File: src/rtl/cpu_pkg.sv
// Shared definitions for the 16-bit RISC core: instruction field layout,
// NOP encoding and the fetch-stage state type.
package cpu_pkg;

  localparam int OPCODE_W = 4;
  localparam int OP_MSB   = 15;
  localparam int RD_MSB   = 11;
  localparam int RS1_MSB  = 7;
  localparam int RS2_MSB  = 3;

  localparam logic [15:0] NOP = 16'h0000;

  typedef enum logic [1:0] {
    S_REQ  = 2'd0,
    S_HOLD = 2'd1,
    S_DROP = 2'd2,
    S_IDLE = 2'd3
  } fetch_state_t;

endpackage

File: src/rtl/ifid_reg.sv
// IF/ID pipeline register: holds the fetched word and its pc, with load,
// hold and flush. Flush clears only the valid flag.
module ifid_reg
  import cpu_pkg::*;
#(
  parameter int AW = 8,
  parameter int IW = 16
) (
  input  logic          clk,
  input  logic          rst_n,
  input  logic          load,
  input  logic          flush,
  input  logic [AW-1:0] pc_in,
  input  logic [IW-1:0] instr_in,
  output logic          valid,
  output logic [AW-1:0] pc,
  output logic [3:0]    opcode,
  output logic [3:0]    rd,
  output logic [3:0]    rs1,
  output logic [3:0]    rs2
);

  logic          vld_p1;
  logic [AW-1:0] pc_p1;
  logic [IW-1:0] instr_p1;

  // IF -> ID boundary
  always_ff @(posedge clk or negedge rst_n) begin
    if (!rst_n) begin
      vld_p1   <= 1'b0;
      pc_p1    <= '0;
      instr_p1 <= IW'(NOP);
    end else if (flush) begin
      vld_p1   <= 1'b0;
    end else if (load) begin
      vld_p1   <= 1'b1;
      pc_p1    <= pc_in;
      instr_p1 <= instr_in;
    end
  end

  assign valid  = vld_p1;
  assign pc     = pc_p1;
  assign opcode = instr_p1[OP_MSB  -: OPCODE_W];
  assign rd     = instr_p1[RD_MSB  -: 4];
  assign rs1    = instr_p1[RS1_MSB -: 4];
  assign rs2    = instr_p1[RS2_MSB -: 4];

endmodule

File: src/rtl/instr_fetch.sv
// Fetch stage: PC, imem req/ack handshake, branch redirect and IF/ID register.
// Define IFETCH_PERF_EN to add the perf_fetched / perf_stall counters.
module instr_fetch
  import cpu_pkg::*;
#(
  parameter int            AW       = 8,
  parameter int            IW       = 16,
  parameter logic [AW-1:0] RESET_PC = '0
) (
  input  logic          clk,
  input  logic          rst_n,
  output logic          imem_req,
  output logic [AW-1:0] imem_addr,
  input  logic          imem_ack,
  input  logic [IW-1:0] imem_rdata,
  input  logic          id_ready,
  output logic          if_valid,
  output logic [AW-1:0] if_pc,
  output logic [3:0]    if_opcode,
  output logic [3:0]    if_rd,
  output logic [3:0]    if_rs1,
  output logic [3:0]    if_rs2,
`ifdef IFETCH_PERF_EN
  output logic [15:0]   perf_fetched,
  output logic [15:0]   perf_stall,
`endif
  input  logic          br_taken,
  input  logic [AW-1:0] br_target
);

  fetch_state_t  state, state_nx;
  logic [AW-1:0] pc, pc_nx, addr_nx;
  logic          req_nx, load, flush;

  always_ff @(posedge clk or negedge rst_n) begin
    if (!rst_n) begin
      state     <= S_REQ;
      pc        <= RESET_PC;
      imem_req  <= 1'b0;
      imem_addr <= RESET_PC;
    end else begin
      state     <= state_nx;
      pc        <= pc_nx;
      imem_req  <= req_nx;
      imem_addr <= addr_nx;
    end
  end

  always_comb begin
    state_nx = state;
    pc_nx    = pc;
    load     = 1'b0;
    flush    = 1'b0;
    case (state)
      S_REQ: begin
        // imem_req is low only in the first cycle after reset; ignore acks then
        if (imem_req && imem_ack) begin
          load     = 1'b1;
          pc_nx    = pc + AW'(1);
          state_nx = S_HOLD;
        end
      end
      S_HOLD: begin
        if (id_ready) begin
          flush    = 1'b1;
          state_nx = S_REQ;
        end
      end
      S_DROP: begin
        if (imem_ack) state_nx = S_REQ;
      end
      default: state_nx = S_REQ;
    endcase
    if (br_taken) begin
      load     = 1'b0;
      flush    = 1'b1;
      pc_nx    = br_target;
      state_nx = (imem_req && !imem_ack) ? S_DROP : S_REQ;
    end
  end

  // A new address is issued only when no request is left unacknowledged,
  // so S_DROP keeps presenting the abandoned address until its ack.
  assign req_nx  = (state_nx == S_REQ) || (state_nx == S_DROP);
  assign addr_nx = (req_nx && (!imem_req || imem_ack)) ? pc_nx : imem_addr;

  ifid_reg #(.AW(AW), .IW(IW)) u_ifid (
    .clk      (clk),
    .rst_n    (rst_n),
    .load     (load),
    .flush    (flush),
    .pc_in    (pc),
    .instr_in (imem_rdata),
    .valid    (if_valid),
    .pc       (if_pc),
    .opcode   (if_opcode),
    .rd       (if_rd),
    .rs1      (if_rs1),
    .rs2      (if_rs2)
  );

`ifdef IFETCH_PERF_EN
  function automatic logic [15:0] sat_inc(input logic [15:0] v);
    return (v == 16'hFFFF) ? v : v + 16'd1;
  endfunction

  always_ff @(posedge clk or negedge rst_n) begin
    if (!rst_n) begin
      perf_fetched <= '0;
      perf_stall   <= '0;
    end else begin
      if (if_valid && id_ready && !br_taken) perf_fetched <= sat_inc(perf_fetched);
      if (state == S_HOLD && !id_ready)      perf_stall   <= sat_inc(perf_stall);
    end
  end
`endif

endmodule

File: config.mk
export PLATFORM = sky130hd
export DESIGN_NAME = instr_fetch
export DESIGN_NICKNAME = d
export VERILOG_FILES = /design/src/rtl/cpu_pkg.sv /design/src/rtl/ifid_reg.sv /design/src/rtl/instr_fetch.sv
export SDC_FILE = /design/constraint.sdc
export NUM_CORES = 1
export LEC_CHECK = 0
export CAP_MARGIN = 20
export CORE_ASPECT_RATIO = 0.6
export CORE_MARGIN = 10
export CORE_UTILIZATION = 25
export CTS_CLUSTER_SIZE = 14
export DETAILED_ROUTE_END_ITERATION = 16
export PLACE_DENSITY_LB_ADDON = 0.05
export SETUP_SLACK_MARGIN = 0.4
export SLEW_MARGIN = 20
export SYNTH_ARGS = -nofsm -noshare
export SYNTH_HDL_FRONTEND = slang
export SYNTH_SLANG_ARGS = --single-unit
export TNS_END_PERCENT = 30
File: constraint.sdc
create_clock -name clk -period 2.1 [get_ports clk]
set_clock_uncertainty 0.05 [all_clocks]
set_input_delay 0.315 -clock clk [delete_from_list [all_inputs] [get_ports clk]]
set_output_delay 0.315 -clock clk [all_outputs]
set_load 0.01 [all_outputs]
# After elaboration in Yosys (flattened, before gate mapping)
# Index checks and enable logic that the tools add are counted.
[word_totals]
reg_bits = 44
elab_cells = 40
in_bits = 29
[op_classes]
addsub = 1
eq_ne = 3
mux = 17
n_bitwise = 1
reduce_logical = 11
[ops]
columns = ["cell", "n"]
rows = [
  ["$mux 8", 3],
  ["$mux 2", 5],
  ["$add 8x1->8 const B", 1],
  ["$mux 1", 8],
  ["$pmux 2 s3", 1],
  ["$eq 2x2->1 const B", 2],
  ["$logic_not 2->1", 2],
  ["$logic_and 1x1->1", 3],
  ["$eq 2x1->1 const B", 1],
  ["$logic_not 1->1", 2],
  ["$logic_or 1x1->1", 2],
  ["$reduce_and 2->1", 1],
  ["$reduce_bool 2->1", 1],
  ["$not 1->1", 1],
]

# Logic depth before layout (Yosys ltp)
# Gate-level depths: netlist of the first run.
[logic_depth]
depth_word = 7
depth_mapped = 5

# Modules after synthesis
# From an unflattened synthesis of the first run, not the netlist that was laid out.
[hier_totals]
hier_cells = 142
area_unflattened_um2 = 1965.6
[modules_own_cells]
columns = ["mod", "cells_each", "area_per_inst_um2", "instances"]
rows = [
  ["ifid_reg", 55, 1043.5, 1],
  ["instr_fetch", 87, 922.1, 1],
]

# Worst setup path before layout of the first run
# Ideal clock, no wire load.
[synth_timing]
kind = "reg-to-reg"
startpoint = "register state[1]"
endpoint = "register u_ifid.instr_p1[0]"
slack_ns = 0.399
synth_period_minus_slack_ns = 1.701
arrival_time_ns = 1.526
setup_ns = 0.125
path_stages_with_launch = 6
path_cell_list = "dfrtp_1 nand4bb_1 buf_2 nor2_2 buf_2 mux2_2"
[synth_between]
elab_chain_cells = 5
elab_cells_between_ends = 8
[synth_lines]
columns = ["item", "line_no", "source"]
rows = [
  ["from (decl)", "instr_fetch.sv:31", "fetch_state_t state, state_nx;"],
  ["from (signal assigned)", "instr_fetch.sv:42", "state <= state_nx;"],
  ["$eq 2x1->1", "instr_fetch.sv:54", "case (state)"],
  ["$mux 1", "instr_fetch.sv:54", ""],
  ["$mux 1", "instr_fetch.sv:74", "if (br_taken) begin"],
  ["$not 1->1 (no source line)", "-", ""],
  ["$reduce_and 2->1 (no source line) *", "-", ""],
  ["to (signal assigned)", "ifid_reg.sv:32", "instr_p1 <= IW'(NOP);"],
  ["to (signal assigned)", "ifid_reg.sv:38", "instr_p1 <= instr_in;"],
  ["to (decl)", "ifid_reg.sv:25", "logic [IW-1:0] instr_p1;"],
]
# Mark *: on every way between the ends. The rest lies on a longest branch, timed or not.
# A chain may end at the register's enable or synchronous reset.

# Worst setup path after layout of the first run
[layout_timing]
startpoint = "register pc[0]"
endpoint = "register imem_addr[3]"
[layout_between]
elab_chain_cells = 4
[layout_lines]
columns = ["item", "line_no", "source"]
rows = [
  ["from (decl)", "instr_fetch.sv:32", "logic [AW-1:0] pc, pc_nx, addr_nx;"],
  ["from (signal assigned)", "instr_fetch.sv:43", "pc <= pc_nx;"],
  ["$add 8x1->8", "instr_fetch.sv:59", "pc_nx = pc + AW'(1);"],
  ["$mux 8", "instr_fetch.sv:57", "if (imem_req && imem_ack) begin"],
  ["$mux 8", "instr_fetch.sv:54", ""],
  ["$mux 8", "instr_fetch.sv:74", ""],
  ["named net pc_nx[3]", "instr_fetch.sv:32", ""],
  ["to (signal assigned)", "instr_fetch.sv:45", "imem_addr <= addr_nx;"],
  ["to (decl)", "instr_fetch.sv:13", "output logic [AW-1:0] imem_addr,"],
]
# The timed path passes the listed nets, and every way through them passes these cells.

==> results of run 1 <==
-- cell families after synthesis --
logic type | count (synthesis) | synth area share
DFF | 44 | 0.5982
AOI/OAI and AO/OA | 19 | 0.07682
and+or+nand+nor | 35 | 0.1061
buffers and inverters | 8 | 0.01835
muxes | 31 | 0.1890
adders and majority gates | 1 | 0.006797
xor gates and xnor gates | 1 | 0.004760
-- worst register-to-register path, delay by kind of cell (launching register included) --
kind	cells	cell delay [ns]
AO/OA/AOI/OAI	1	0.24
flip-flops	1	0.44
multiplexers	1	0.17
AND/OR/NAND/NOR	2	0.71
-- layout make-up --
type                    instances  area [µm²]
flip-flops and latches         44        1105
inverters                       3       11.26
well taps                      91       113.9
fillers                       683        4205
clock inverters                 2       35.03
multi-input cells              87       825.8
repair buffers                 80       782.0
clock buffers                   6       128.9
-- per-layer routing --
layer | part of all wire | wire length (µm) | GRT usage
met5 | 0 | 0 | 0
met4 | 0 | 0 | 0.02010
met3 | 0.070 | 378 | 0.03963
met2 | 0.46 | 2475 | 0.1408
met1 | 0.47 | 2545 | 0.1266
-- repair_timing --
action | CTS | global route
endpoints found under the setup margin | 32 | 32
gates cloned | 1 | 1
hold endpoints to repair | 18 | 0
setup buffers | 3 | 4
hold buffers | 1 | 0
pin swaps | 4 | 5
resized for setup | 15 | 11
-- path summary, 6_finish.rpt --
path                                          start                       end  slack, ns
max                                 pc[0]$_DFF_PN0_  imem_addr[3]$_DFFE_PN0P_       0.43
min                        u_ifid.pc[5]$_DFFE_PN0P_  u_ifid.pc[5]$_DFFE_PN0P_       0.45
max reg2reg                         pc[0]$_DFF_PN0_  imem_addr[3]$_DFFE_PN0P_       0.43
min reg2reg                u_ifid.pc[5]$_DFFE_PN0P_  u_ifid.pc[5]$_DFFE_PN0P_       0.45
max in group asynchronous                     rst_n           pc[1]$_DFF_PN0_       0.96
min in group asynchronous                     rst_n        state[0]$_DFF_PN0_       0.47
-- where the power goes --
part / total (mW) / internal [mW] / leakage (nW) / switching (mW)
Sequential: 1.17 / 1.05 / 0.511 / 0.121
Combinational: 0.927 / 0.574 / 0.602 / 0.353
Clock: 0.876 / 0.560 / 0.0808 / 0.316
Total: 2.97 / 2.18 / 1.19 / 0.789
-- cells in the final DEF, fill, tap and decap left out, types with 2 or more instances in the layout --
cell type | synthesis | final
nor3_2 | 0 | 2
inv_1 | 3 | 3
dfrtp_1 | 44 | 41
o41ai_2 | 0 | 2
clkdlybuf4s50_1 | 0 | 59
nand3_1 | 2 | 2
nor2b_1 | 2 | 2
nor2_1 | 9 | 8
dfrtp_2 | 0 | 3
buf_4 | 0 | 13
clkbuf_16 | 0 | 6
nor4_2 | 0 | 2
o31a_1 | 4 | 4
mux2_2 | 30 | 29
nand2b_1 | 2 | 2
nand3b_1 | 2 | 2
nand2_1 | 6 | 6
dlygate4sd2_1 | 0 | 2
buf_2 | 3 | 2
o21ai_0 | 5 | 4
-- through the flow --
step | setup slack (ns) | setup TNS, ns | hold slack, ns
2_1_floorplan | 0.3990 | 0 | -0.03059
3_3_place_gp | 0.002027 | 0 | 0.2404
3_5_place_dp | -0.02334 | -0.1200 | 0.2486
4_1_cts | 0.3789 | 0 | 0.4591
5_1_grt | 0.3426 | 0 | 0.4780
6_report | 0.4313 | 0 | 0.4527
-- state kept, by name, indices dropped and copies added (netlist names) --
register         cells
pc                   8
u_ifid.pc            8
state                2
imem_addr            8
imem_req             1
u_ifid.valid         1
u_ifid.instr_p1     16
==> summary.txt, run 1 <==
Cells and area
  – Synth-to-layout area growth: 63.09%
  – Number of diodes: 0
  – Post-route cell area: 3002 µm²
  – Fin util: 0.4165
  – Final net count: 251
  – Final Non-Filler Cells: between 300 and 400
  – Layout cell share with drive strength beyond 1: 0.3378

Logic synthesis
  – Mapped Cells: 139
  – Top_reg_cell synth: dfrtp_1
  – Post-synth top cells: 44 x dfrtp_1, 30 x mux2_2, 9 x nor2_1
  – Ys Warns: 0
  – Synthesized cell area: 1841 µm²
  – Top cell type's share of synthesized area: 0.5982
  – Number of enable flip-flop cells after synthesis: 0
  – Seq cells post-synth: 44
  – Top-count cell post-synth: dfrtp_1
  – Fraction of registers with async set/reset: 1.000
  – Leading post-synthesis cells by cell area: dfrtp_1 60%, mux2_2 18%, o31a_1 1.9%
  – Synth cell types: 33
  – Synth Area per Inst: 13.24 µm²
  – Syn_nets: 169
  – Leading area contributor after synthesis: dfrtp_1
  – Register area share after synthesis: 0.5982

Timing
  – Period utilization: 0.7946
  – Final slew viol count: 0
  – Final setup fails: 0
  – Relative slew slack: 0.6410
  – F_max: ~0.60 GHz
  – Slew @ Worst Pin: 0.5374 ns
  – Min Clock Period, post-route: ~1.7 ns
  – Unrepaired setup endpoints after global routing: true
  – Final hold vios: 0

Power and ir drop
  – Pwr per Cell Area: 989.4 nW/µm²
  – VDD IR max: 387.9 µV
  – Pleak: 1.194 nW
  – Overall power: just under 3 mW

Critical path
  – Crit. End Element: flop
  – Slowest stage delay, CP: 0.53 ns
  – Critical path depth: 4
  – Critical Path RT: 2.27 ns
  – CP top delay family: simple AND/OR/NAND/NOR gates
  – Worst-path cell chain: nand2_1, or4_4, a31oi_4, mux2_4
  – WP buf/inv: 0
  – CP max FO: 4
  – R2R cell count: 4
  – Max stage delay cell, worst path: or4_4
  – Worst endpoint data arrival time: 1.84 ns
  – Nature of the critical path startpoint: flop
  – WS Path Type: reg -> reg

Outcome
  – Status: completed

Clock tree
  – Clock latency on the worst-skew pair: 0.28 ns
  – CTS tree: done
  – Clock root buffer: clkbuf_16
  – Worst-path clk slew: 0.06 ns
  – H-tree depth: 2
  – Maximum clock path buffer count: 2
  – Sink Count: 44
  – CTS buffer count: 5

Die
  – Starting Density: 0.2554
  – Core area: 7207 µm²
  – Die area: between 10000 and 15000 µm²
  – Row cnt: 24
  – Die height: 86.46 µm
  – Die X: between 100 and 150 µm
  – IO Pins: 63

Global routing
  – Vias in the first global route: 1492
  – Global-route wire length before repair: 8321 µm
  – GRT Total Usage: 0.09514
  – Largest net degree at the start of global routing: 25
  – Initial antenna violation count: 0
  – Total congestion overflow: 0

Routing
  – Vias per inst: about 4.6
  – Initial DRC count: 73
  – Routed len/inst: 17.25 µm
  – TritonRoute pass-1 iters: 4
  – DRC violations left: 0
  – Post-route ant nets: 0
  – Vias: 1425
  – Drt total wl: approximately 5400 µm

Job
  – Max-Cap Viols: 0

Placed design
  – Placed Area: 2620 µm²
  – Cell count after placement: 295
  – Routability cong.: around 0.74
  – Post-DP HPWL: between 3000 and 4000 µm
  – IO buf count: 62

Min path
  – Worst hold path type: reg -> reg
  – Hold depth: 1
Power figures use the tool's default switching activity.
==> inputs of run 2 (changes only) <==
==> constraint.sdc (replaced) <==
create_clock -name clk -period 1.6 [get_ports clk]
set_clock_uncertainty 0.05 [all_clocks]
set_input_delay 0.24 -clock clk [delete_from_list [all_inputs] [get_ports clk]]
set_output_delay 0.24 -clock clk [all_outputs]
set_load 0.01 [all_outputs]
==> summary.txt, run 2 (synthesis results as in run 1) <==
Cells and area
  – Most common cell after layout, fill and taps aside: dfrtp_1 (was clkdlybuf4s50_1)
  – Final net count: 254 (was 251)
  – Fin util: 0.3995 (was 0.4165)
  – Number of diodes: 0 (unchanged)
  – Synth-to-layout area growth: 56.42% (was 63.09%)
  – Filler Cells Inserted: 703 (was 683)
  – Max reg flops: 16 (unchanged)
  – Layout cell share with drive strength beyond 1: 0.4800 (was 0.3378)
  – Largest reg by FF count: u_ifid.instr_p1 (unchanged)
  – Commonest non-fill, non-tap cells in the layout: 44 x dfrtp_1, 26 x mux2_2, 25 x clkdlybuf4s50_1, 20 x buf_2, 16 x buf_4 (was 59 x clkdlybuf4s50_1, 41 x dfrtp_1, 29 x mux2_2, 13 x buf_4, 8 x nor2_1)

Critical path
  – Worst R2R End: imem_addr[3]$_DFFE_PN0P_ (unchanged)
  – CP max FO: 5 (was 4)
  – R2R cell count: 5 (was 4)
  – WS Path Type: reg -> reg (unchanged)
  – CP endpoint: imem_addr[3]$_DFFE_PN0P_ (unchanged)
  – Critical Path RT: 1.72 ns (was 2.27 ns)
  – Worst endpoint data arrival time: 1.77 ns (was 1.84 ns)
  – Nature of the critical path startpoint: flop (unchanged)
  – Crit. End Element: flop (unchanged)
  – R2r setup slk: -0.06 ns (was 0.43 ns)
  – Worst setup startpoint: state[0]$_DFF_PN0_ (was pc[0]$_DFF_PN0_)
  – Reg-to-Reg Start: state[0]$_DFF_PN0_ (was pc[0]$_DFF_PN0_)

Timing
  – Setup Total Neg Slack: -0.2091 ns (was 0 ns)
  – Final hold vios: 0 (unchanged)
  – Final setup fails: 7 (was 0)
  – Min Clock Period, post-route: 1.656 ns (was 1.669 ns)
  – Hold Slack: 0.3737 ns (was 0.4527 ns)
  – Final slew viol count: 0 (unchanged)
  – Period utilization: 1.035 (was 0.7946)
  – Unrepaired setup endpoints after global routing: true (unchanged)
  – Slew @ Worst Pin: 0.3372 ns (was 0.5374 ns)
  – Relative slew slack: 0.7747 (was 0.6410)
  – F_max: 0.6039 GHz (was 0.5993 GHz)
  – Post-route setup slack: -0.05589 ns (was 0.4313 ns)

Power and ir drop
  – Overall power: 3.696 mW (was 2.970 mW)
  – VDD IR max: 571.8 µV (was 387.9 µV)
  – Pwr per Cell Area: 1284 nW/µm² (was 989.4 nW/µm²)
  – Pleak: 1.233 nW (was 1.194 nW)

Die
  – Core area: 7207 µm² (unchanged)
  – Die height: 86.46 µm (unchanged)
  – Die area: 11310 µm² (unchanged)
  – Die X: 130.8 µm (unchanged)
  – IO Pins: 63 (unchanged)
  – Starting Density: 0.2554 (unchanged)
  – Row cnt: 24 (unchanged)

Global routing
  – Total congestion overflow: 0 (unchanged)
  – Largest net degree at the start of global routing: 27 (was 25)
  – Initial antenna violation count: 0 (unchanged)
  – Top Usage Layer GRT: met2 (unchanged)
  – Grt met1 use: 0.1346 (was 0.1266)
  – Global Route met3 Usage: 0.04085 (was 0.03963)
  – Global-route wire length before repair: 8769 µm (was 8321 µm)
  – GRT Total Usage: 0.1019 (was 0.09514)
  – Routing usage on met2: 0.1491 (was 0.1408)
  – Vias in the first global route: 1579 (was 1492)

Clock tree
  – Maximum clock path buffer count: 2 (unchanged)
  – Worst-path clk slew: 0.06 ns (about the same)
  – Clock latency on the worst-skew pair: 0.28 ns (about the same)
  – CTS tree: done (unchanged)
  – Sink Count: 44 (unchanged)
  – H-tree depth: 2 (unchanged)
  – CTS buffer count: 5 (unchanged)
  – Clock root buffer: clkbuf_16 (unchanged)

Routing
  – DRC violations left: 0 (unchanged)
  – TritonRoute pass-1 iters: 4 (unchanged)
  – Routed len/inst: 17.62 µm (was 17.25 µm)
  – Initial DRC count: 139 (was 73)
  – Post-route ant nets: 0 (unchanged)
  – Drt total wl: 5567 µm (was 5399 µm)
  – Vias per inst: 4.538 (was 4.553)
  – Vias: 1434 (was 1425)

Placed design
  – Place WS: -0.5701 ns (was -0.02334 ns)
  – Post-DP HPWL: 4138 µm (was 3962 µm)
  – Routability cong.: 0.8324 (was 0.7402)
  – IO buf count: 62 (unchanged)

Min path
  – Worst hold path type: in -> async (was reg -> reg)

Outcome
  – Failing checks: negative setup slack
  – Status: complete, but fails checks (was completed)

Job
  – Max-Cap Viols: 0 (unchanged)
[run 2: changes by cell type in the layout (fill, tap and decap cells not counted), moves of 2 or more]
cell	previous run	this run
mux2_4	1	4
clkdlybuf4s50_1	59	25
a31oi_2	0	2
clkbuf_2	0	11
buf_2	2	20
mux2_2	29	26
dfrtp_2	3	0
clkdlybuf4s15_2	0	2
dfrtp_1	41	44
buf_4	13	16
[run 2: timing repair]
| action | in CTS | in global routing |
|---|---|---|
| pin swaps | 6 | 5 |
| gates resized for setup | 119 | 32 |
| endpoints found under the hold margin | 18 | 0 |
| setup endpoints to repair | 78 | 67 |
| hold buffers | 1 | 0 |
| setup buffers | 3 | 1 |
[run 2: cell type report]
| class | count | area (µm²) | area share |
|---|---|---|---|
| Clock buffer | 6 | 128.9 | 0.04476 |
| Clock inverter | 2 | 35.03 | 0.01217 |
| Inverter | 3 | 11.26 | 0.003911 |
| Multi-Input combinational cell | 87 | 833.3 | 0.2894 |
| Sequential cell | 44 | 1101 | 0.3824 |
| Tap cell | 91 | 113.9 | 0.03955 |
| Timing Repair Buffer | 83 | 655.6 | 0.2277 |
[run 2: where the power goes]
part,leakage [nW],internal [mW],switching [mW],total [mW]
combinational,0.639,0.555,0.486,1.04
clock,0.0808,0.734,0.402,1.14
sequential,0.513,1.37,0.146,1.52
[run 2: worst max-delay path, cell delays in order, from the launching register on]
cell,delay (ns)
dfrtp_1,0.39
nand4bb_4,0.27
buf_4,0.18
o31ai_4,0.24
a31oi_2,0.14
mux2_2,0.28
[run 2: worst min path at each step]
stage / cells after the start / slack [ns] / end
final: 2 / 0.37 / imem_addr[0]$_DFFE_PN0P_
after global routing: 2 / 0.40 / u_ifid.instr_p1[6]$_DFFE_PN0P_
after global placement: 1 / 0.19 / pc[0]$_DFF_PN0_
after detailed placement: 1 / 0.20 / pc[0]$_DFF_PN0_
after CTS: 3 / 0.40 / state[1]$_DFF_PN0_
after floorplan: 0 / -0.11 / imem_addr[0]$_DFFE_PN0P_
[run 2: routing by layer]
metal | vias up | wire (µm)
li1 | 680 | -
met1 | 714 | 2705
met2 | 33 | 2471
met3 | 7 | 322
met4 | 0 | 68
met5 | - | 0
[run 2: per-stage QoR]
stage | std cells | cell area, µm²
6_report | 316 | 2879
5_1_grt | 316 | 2879
4_1_cts | 315 | 2947
3_5_place_dp | 303 | 2693
3_3_place_gp | 303 | 2693
2_1_floorplan | 139 | 1852
==> inputs of run 3 (changes only) <==
--- a/config.mk
+++ b/config.mk
@@ -9,7 +9,6 @@
 export CORE_ASPECT_RATIO = 0.6
 export CORE_MARGIN = 10
 export CORE_UTILIZATION = 25
-export CTS_CLUSTER_SIZE = 14
 export DETAILED_ROUTE_END_ITERATION = 16
 export PLACE_DENSITY_LB_ADDON = 0.05
 export SETUP_SLACK_MARGIN = 0.4
==> results of run 3 <==
No change in the layout: final DEF, timing and power equal those of run 2.
==> RTL edit 1: new RTL, settings of run 3 <==
Build with the macro `IFETCH_PERF_EN` defined.
--- a/src/rtl/instr_fetch.sv
+++ b/src/rtl/instr_fetch.sv
@@ -1,5 +1,7 @@
 // Fetch stage: PC, imem req/ack handshake, branch redirect and IF/ID register.
 // Define IFETCH_PERF_EN to add the perf_fetched / perf_stall counters.
+`define IFETCH_PERF_EN
+
 module instr_fetch
   import cpu_pkg::*;
 #(
Formal check against the unedited RTL (old outputs only; new: perf_fetched and perf_stall): equivalent (equiv_simple and equiv_induct, registers matched by name and starting in step).
==> RTL edit 1 against run 3 <==
  * The flow still finishes with violations (setup timing)
  * Die area grew 68%
  * Clock power grew 110%
  * Sequential cell count grew 32
  * Count of clock-buffer cells in the layout grew 3
  * Worst setup slack lost 0.12 ns
  * Critical endpoint is now imem_addr[4]
  * Power grew 86%
  * Area after synthesis grew 87%
  * Fmax shrank 6.6%
  * Cell count grew 110%
  * Routed wire length grew 97%
  * Cell area grew 120%
  * Global-route usage grew 1.1 points
==> RTL edit 1: results (changes against run 3) <==
Run status
  • Outcome: complete, but fails checks
  • Failing checks: setup timing

Timing
  • Final setup vio count: 51 (+44)
  • Post-route worst setup slack: -0.172 ns (-0.116 ns)
  • Fin Hold WS: 0.249 ns (-0.125 ns)
  • Setup TNS: -4.52 ns (-4.32 ns)

Clocking
  • Cts bufs inserted: 9 (+4)
  • H-tree level count: 3 (+1)

Global routing
  • Global-route wire length before repair: 17000 um (+94%)
  • All-layer global routing usage: 0.113 (+0.0106)
  • Pin count of the biggest net entering global routing: 77 (+190%)

Yosys
  • Unique cell type count in the Yosys netlist: 47 (+42%)
  • Syn nets: 320 (+89%)
  • Post-synthesis sequential area ratio: 0.554 (-0.0447)
  • Commonest cells in the netlist: dfrtp_1, mux2_1, xnor2_1
  • Fraction of registers with async set/reset: 1.00 (unchanged)
  • Synth top area cells: dfrtp_1, mux2_1, xnor2_1, nand3_1, nor2_1

Place
  • GP Congestion: 0.748 (-10%)
  • Worst slack at placement: -0.456 ns (+0.114 ns)
  • Placed Instance Area: 5300 sq um (+97%)
  • Detail Placement HPWL: 7730 um (+87%)

Setup path
  • Worst setup startpoint: state[1]
  • Slowest library cell on the worst path: or4_4
  • Family with the most delay on the worst path: simple AND/OR/NAND/NOR gates
  • CP peak stage delay: 0.49 ns (+0.10 ns)

Power
  • P_leak: 0.00283 uW (+130%)
  • Internal Power: 4960 uW (+87%)

Hold path
  • Min-delay src: id_ready

Drt
  • Avg WL per Cell: 16.7 um (-5.4%)
  • Vias/cell: 4.50 (-0.84%)
  • DRT iter0 DRCs: 96 (-31%)

Layout
  • Fill cells: 1265 (+80%)
  • Number of nets in the layout: 510 (+100%)
  • Share of layout cells above drive strength 1: 0.542 (+0.0624)
## RTL edit 1: cell count changes after synthesis, sizes merged, moves of 5 or more
| cell | run 3 | this run |
|---|---|---|
| nand4 | 1 | 8 |
| nor2 | 10 | 19 |
| o211ai | 0 | 6 |
| xnor2 | 1 | 23 |
| nand3 | 2 | 15 |
| nand2 | 6 | 11 |
| nor3 | 2 | 8 |
| o21ai | 5 | 14 |
| dfrtp | 44 | 76 |
## RTL edit 1: worst paths after layout
check / end / depth (start not counted)
min in group asynchronous: imem_addr[0] / 3
max in group asynchronous: perf_fetched[9] / 3
worst max register to register: imem_addr[4] / 5
worst min register to register: imem_addr[3] / 1
worst max-delay path: imem_addr[4] / 5
worst min-delay path: u_ifid.valid / 3
## RTL edit 1: kinds of logic (layout without fill, tap and decap cells)
kind of cell               after synthesis  in the layout  share of synthesized area
AOI/OAI and AO/OA                       41             41                     0.0827
xor gates and xnor gates                27             27                     0.0688
adders and majority gates                3              3                     0.0109
buffers and inverters                   14            209                     0.0168
DFF                                     76             76                      0.554
muxes                                   34             34                      0.111
and+or+nand+nor                         93             93                      0.156
## RTL edit 1: layout make-up
class	count	area, sq um	area share
Sequential cell	76	1910	0.308
Inverter	5	18.8	0.00303
Clock inverter	7	123	0.0198
Clock buffer	9	225	0.0363
Tap cell	175	219	0.0353
Multi-Input combinational cell	198	1950	0.315
Timing Repair Buffer	188	1750	0.282
## RTL edit 1: timing repair
action,in CTS,in global routing
endpoints found under the hold margin,76,0
pin swaps,24,27
hold buffers,1,0
gates resized for setup,186,143
gates cloned,0,4
setup endpoints to repair,141,141
setup buffers,8,4
## RTL edit 1: power by group through the flow
| stage | clock, uW | sequential, uW | combinational [uW] |
|---|---|---|---|
| after detailed placement | 0 | 2520 | 1940 |
| after global placement | 0 | 2520 | 1930 |
| after global routing | 2570 | 2570 | 2160 |
| after CTS | 2470 | 2500 | 2060 |
| final | 2390 | 2520 | 1980 |
| after floorplan | 0 | 2680 | 601 |
## RTL edit 1: tightest hold or removal path, cell delays in order
cell	delay, ns
dlymetal6s2s_1	0.13
buf_6	0.13
a311oi_1	0.08
## RTL edit 1: stage by stage
| step | utilization | instances | total power [uW] |
|---|---|---|---|
| finish | 0.458 | 658 | 6890 |
| global route | 0.458 | 658 | 7290 |
| CTS | 0.438 | 650 | 7040 |
| detailed placement | 0.391 | 625 | 4460 |
| global placement | 0.391 | 625 | 4440 |
| floorplan | - | 288 | 3280 |
## RTL edit 1: layer usage
layer | wire [um] | GRT usage | up-vias
met4 | 69 | 0.0248 | 0
met5 | 0 | 0 | -
li1 | - | - | 1452
met2 | 4510 | 0.155 | 67
met3 | 684 | 0.0441 | 8
met1 | 5700 | 0.160 | 1434
==> RTL edit 2: new RTL, settings of run 3 <==
Without the edit above. Register the input `br_target` before use. The logic sees it one clock later. The other inputs are not delayed to match.
--- a/src/rtl/instr_fetch.sv
+++ b/src/rtl/instr_fetch.sv
@@ -27,6 +27,12 @@
   input  logic          br_taken,
   input  logic [AW-1:0] br_target
 );
+
+  logic [AW-1:0] br_target_q;
+
+  always_ff @(posedge clk) begin
+    br_target_q <= br_target;
+  end
 
   fetch_state_t  state, state_nx;
   logic [AW-1:0] pc, pc_nx, addr_nx;
@@ -74,7 +80,7 @@
     if (br_taken) begin
       load     = 1'b0;
       flush    = 1'b1;
-      pc_nx    = br_target;
+      pc_nx    = br_target_q;
       state_nx = (imem_req && !imem_ack) ? S_DROP : S_REQ;
     end
   end
Formal check against the unedited RTL: not equivalent (Yosys sat finds a counterexample within 4 cycles, from zero or initial values and one cycle with rst_n low).
==> RTL edit 2 against run 3 <==
  * The run still ends with setup timing left
  * Power up 5.3%
  * Sequential share of layout area up 2.9 points
  * Routed wire length up 2.1%
  * Cell area up 6.6%
  * Die area up 7.0%
  * Worst setup slack worse by 0.076 ns
  * Fmax down 4.4%
  * Largest cell class unchanged
  * Via count up 6.9%
  * Area after synthesis up 8.7%
  * Sequential cell count up 8
==> RTL edit 2: results (changes against run 3) <==
Hold path
  • Hold path depth: 3
  • Hold Crit Class: in2reg

Global routing
  • Initial antenna violation count: 0 (unchanged)
  • Met3 Usage GRT: 0.0410 (+0.000112)
  • Pin count of the biggest net entering global routing: 20 (-26%)
  • Number of global-route vias before repair: 1659 (+5.1%)
  • Global-route wire length before repair: 8940 um (+2.0%)
  • Met2 Use GR: 0.144 (-0.00513)
  • All-layer global routing usage: 0.0967 (-0.00520)
  • GRT met1 Usage: 0.122 (-0.0126)

Layout
  • Fill cells: 790 (+12%)
  • Biggest register: u_ifid.instr_p1
  • Share of layout cells above drive strength 1: 0.485 (+0.00523)
  • Number of nets in the layout: 266 (+4.7%)

Yosys
  • Compound-cell area share of the yosys netlist: 0.0707 (-0.00615)
  • Post-synthesis sequential area ratio: 0.630 (+0.0322)
  • Unique cell type count in the Yosys netlist: 34 (+3.0%)
  • Multiplexer area fraction after synthesis: 0.174 (-0.0151)
  • Adder-Cell Fraction of Synth Area: 0.00625 (-0.000544)
  • Syn nets: 177 (+4.7%)
  • Fraction of registers with async set/reset: 0.846 (-0.154)
  • Commonest cells in the netlist: dfrtp_1, mux2_2, nor2_1
  • Xor and xnor area share after synthesis: 0.00438 (-0.000381)
  • Synth top area cells: dfrtp_1, mux2_2, dfxtp_1, o31a_1, nor2_1

Setup path
  • CP peak stage delay: 0.42 ns (+0.03 ns)
  • WP data arrival: 1.86 ns (+0.09 ns)
  • Register-to-register setup slack: -0.13 ns (-0.08 ns)
  • FF-to-FF Start: state[0]
  • Slowest library cell on the worst path: dfrtp_1
  • Family with the most delay on the worst path: compound AO/OA/AOI/OAI gates

Timing
  • Final setup vio count: 32 (+25)
  • Fin Hold WS: 0.330 ns (-0.0440 ns)
  • Post-route worst setup slack: -0.132 ns (-0.0765 ns)
  • Setup TNS: -1.36 ns (-1.15 ns)
  • Relative slew margins: 0.752 (-0.0230)

Place
  • GP Congestion: 0.737 (-11%)
  • Detail Placement HPWL: 4280 um (+3.4%)
  • Port buffer count: 62 (unchanged)

Drt
  • M1 wire length: 2700 um (-0.11%)
  • Avg WL per Cell: 16.5 um (-6.5%)
  • Met3 routed WL: 359 um (+11%)
  • DRT iter0 DRCs: 43 (-69%)
  • WL met2: 2550 um (+3.2%)
  • Highest Signal Layer: met4
  • Via count: 1533 (+6.9%)

Power
  • P_leak: 0.00131 uW (+5.9%)
  • VDD IR max: 0.474 mV (-17%)

Clocking
  • Skew-Pair Late Insertion Delay: 0.29 ns

Run status
  • Failing checks: setup timing
  • Outcome: complete, but fails checks
RTL edit 2: changes by cell type in the layout (fill, tap and decap cells not counted), sizes merged:
cell	delta
buf	+18
clkbuf	-9
dfxtp	+8
clkdlybuf4s15	-3
bufinv	-1
clkinv	-1
clkinvlp	+1
dlygate4sd2	-1
dlymetal6s2s	+1
inv	-1
RTL edit 2: final cells by class:
cell class / count / area share
Multi-Input combinational cell: 87 / 0.270
Sequential cell: 52 / 0.412
Timing Repair Buffer: 87 / 0.219
Inverter: 3 / 0.00489
Clock buffer: 8 / 0.0510
Tap cell: 108 / 0.0440
RTL edit 2: stage by stage:
step / worst slack, ns / cells / instance area (sq um)
global placement: -0.397 / 331 / 2880
detailed placement: -0.470 / 331 / 2880
CTS: -0.115 / 344 / 3050
floorplan: -0.0817 / 147 / 2010
finish: -0.132 / 345 / 3070
global route: -0.204 / 345 / 3070
RTL edit 2: repair_timing:
| action | CTS | global route |
|---|---|---|
| pin swaps | 8 | 5 |
| endpoints found under the setup margin | 76 | 69 |
| endpoints found under the hold margin | 17 | 0 |
| gates resized for setup | 145 | 24 |
| hold buffers | 1 | 0 |
| setup buffers | 4 | 0 |
| gates cloned | 0 | 1 |
RTL edit 2: logic make-up (layout without fill, tap and decap cells):
family	count (synthesis)	in the layout
XOR/XNOR	1	1
AND/OR/NAND/NOR	35	35
flip-flops	52	52
adder cells (fa/ha/maj)	1	1
buffers and inverters	8	98
AO/OA/AOI/OAI	19	19
multiplexers	31	31
RTL edit 2: where the power goes:
group | switching (uW) | leakage [uW] | total [uW] | internal [uW]
combinational | 486 | 0.000648 | 1030 | 544
sequential | 147 | 0.000581 | 1730 | 1580
clock | 465 | 0.0000772 | 1130 | 667
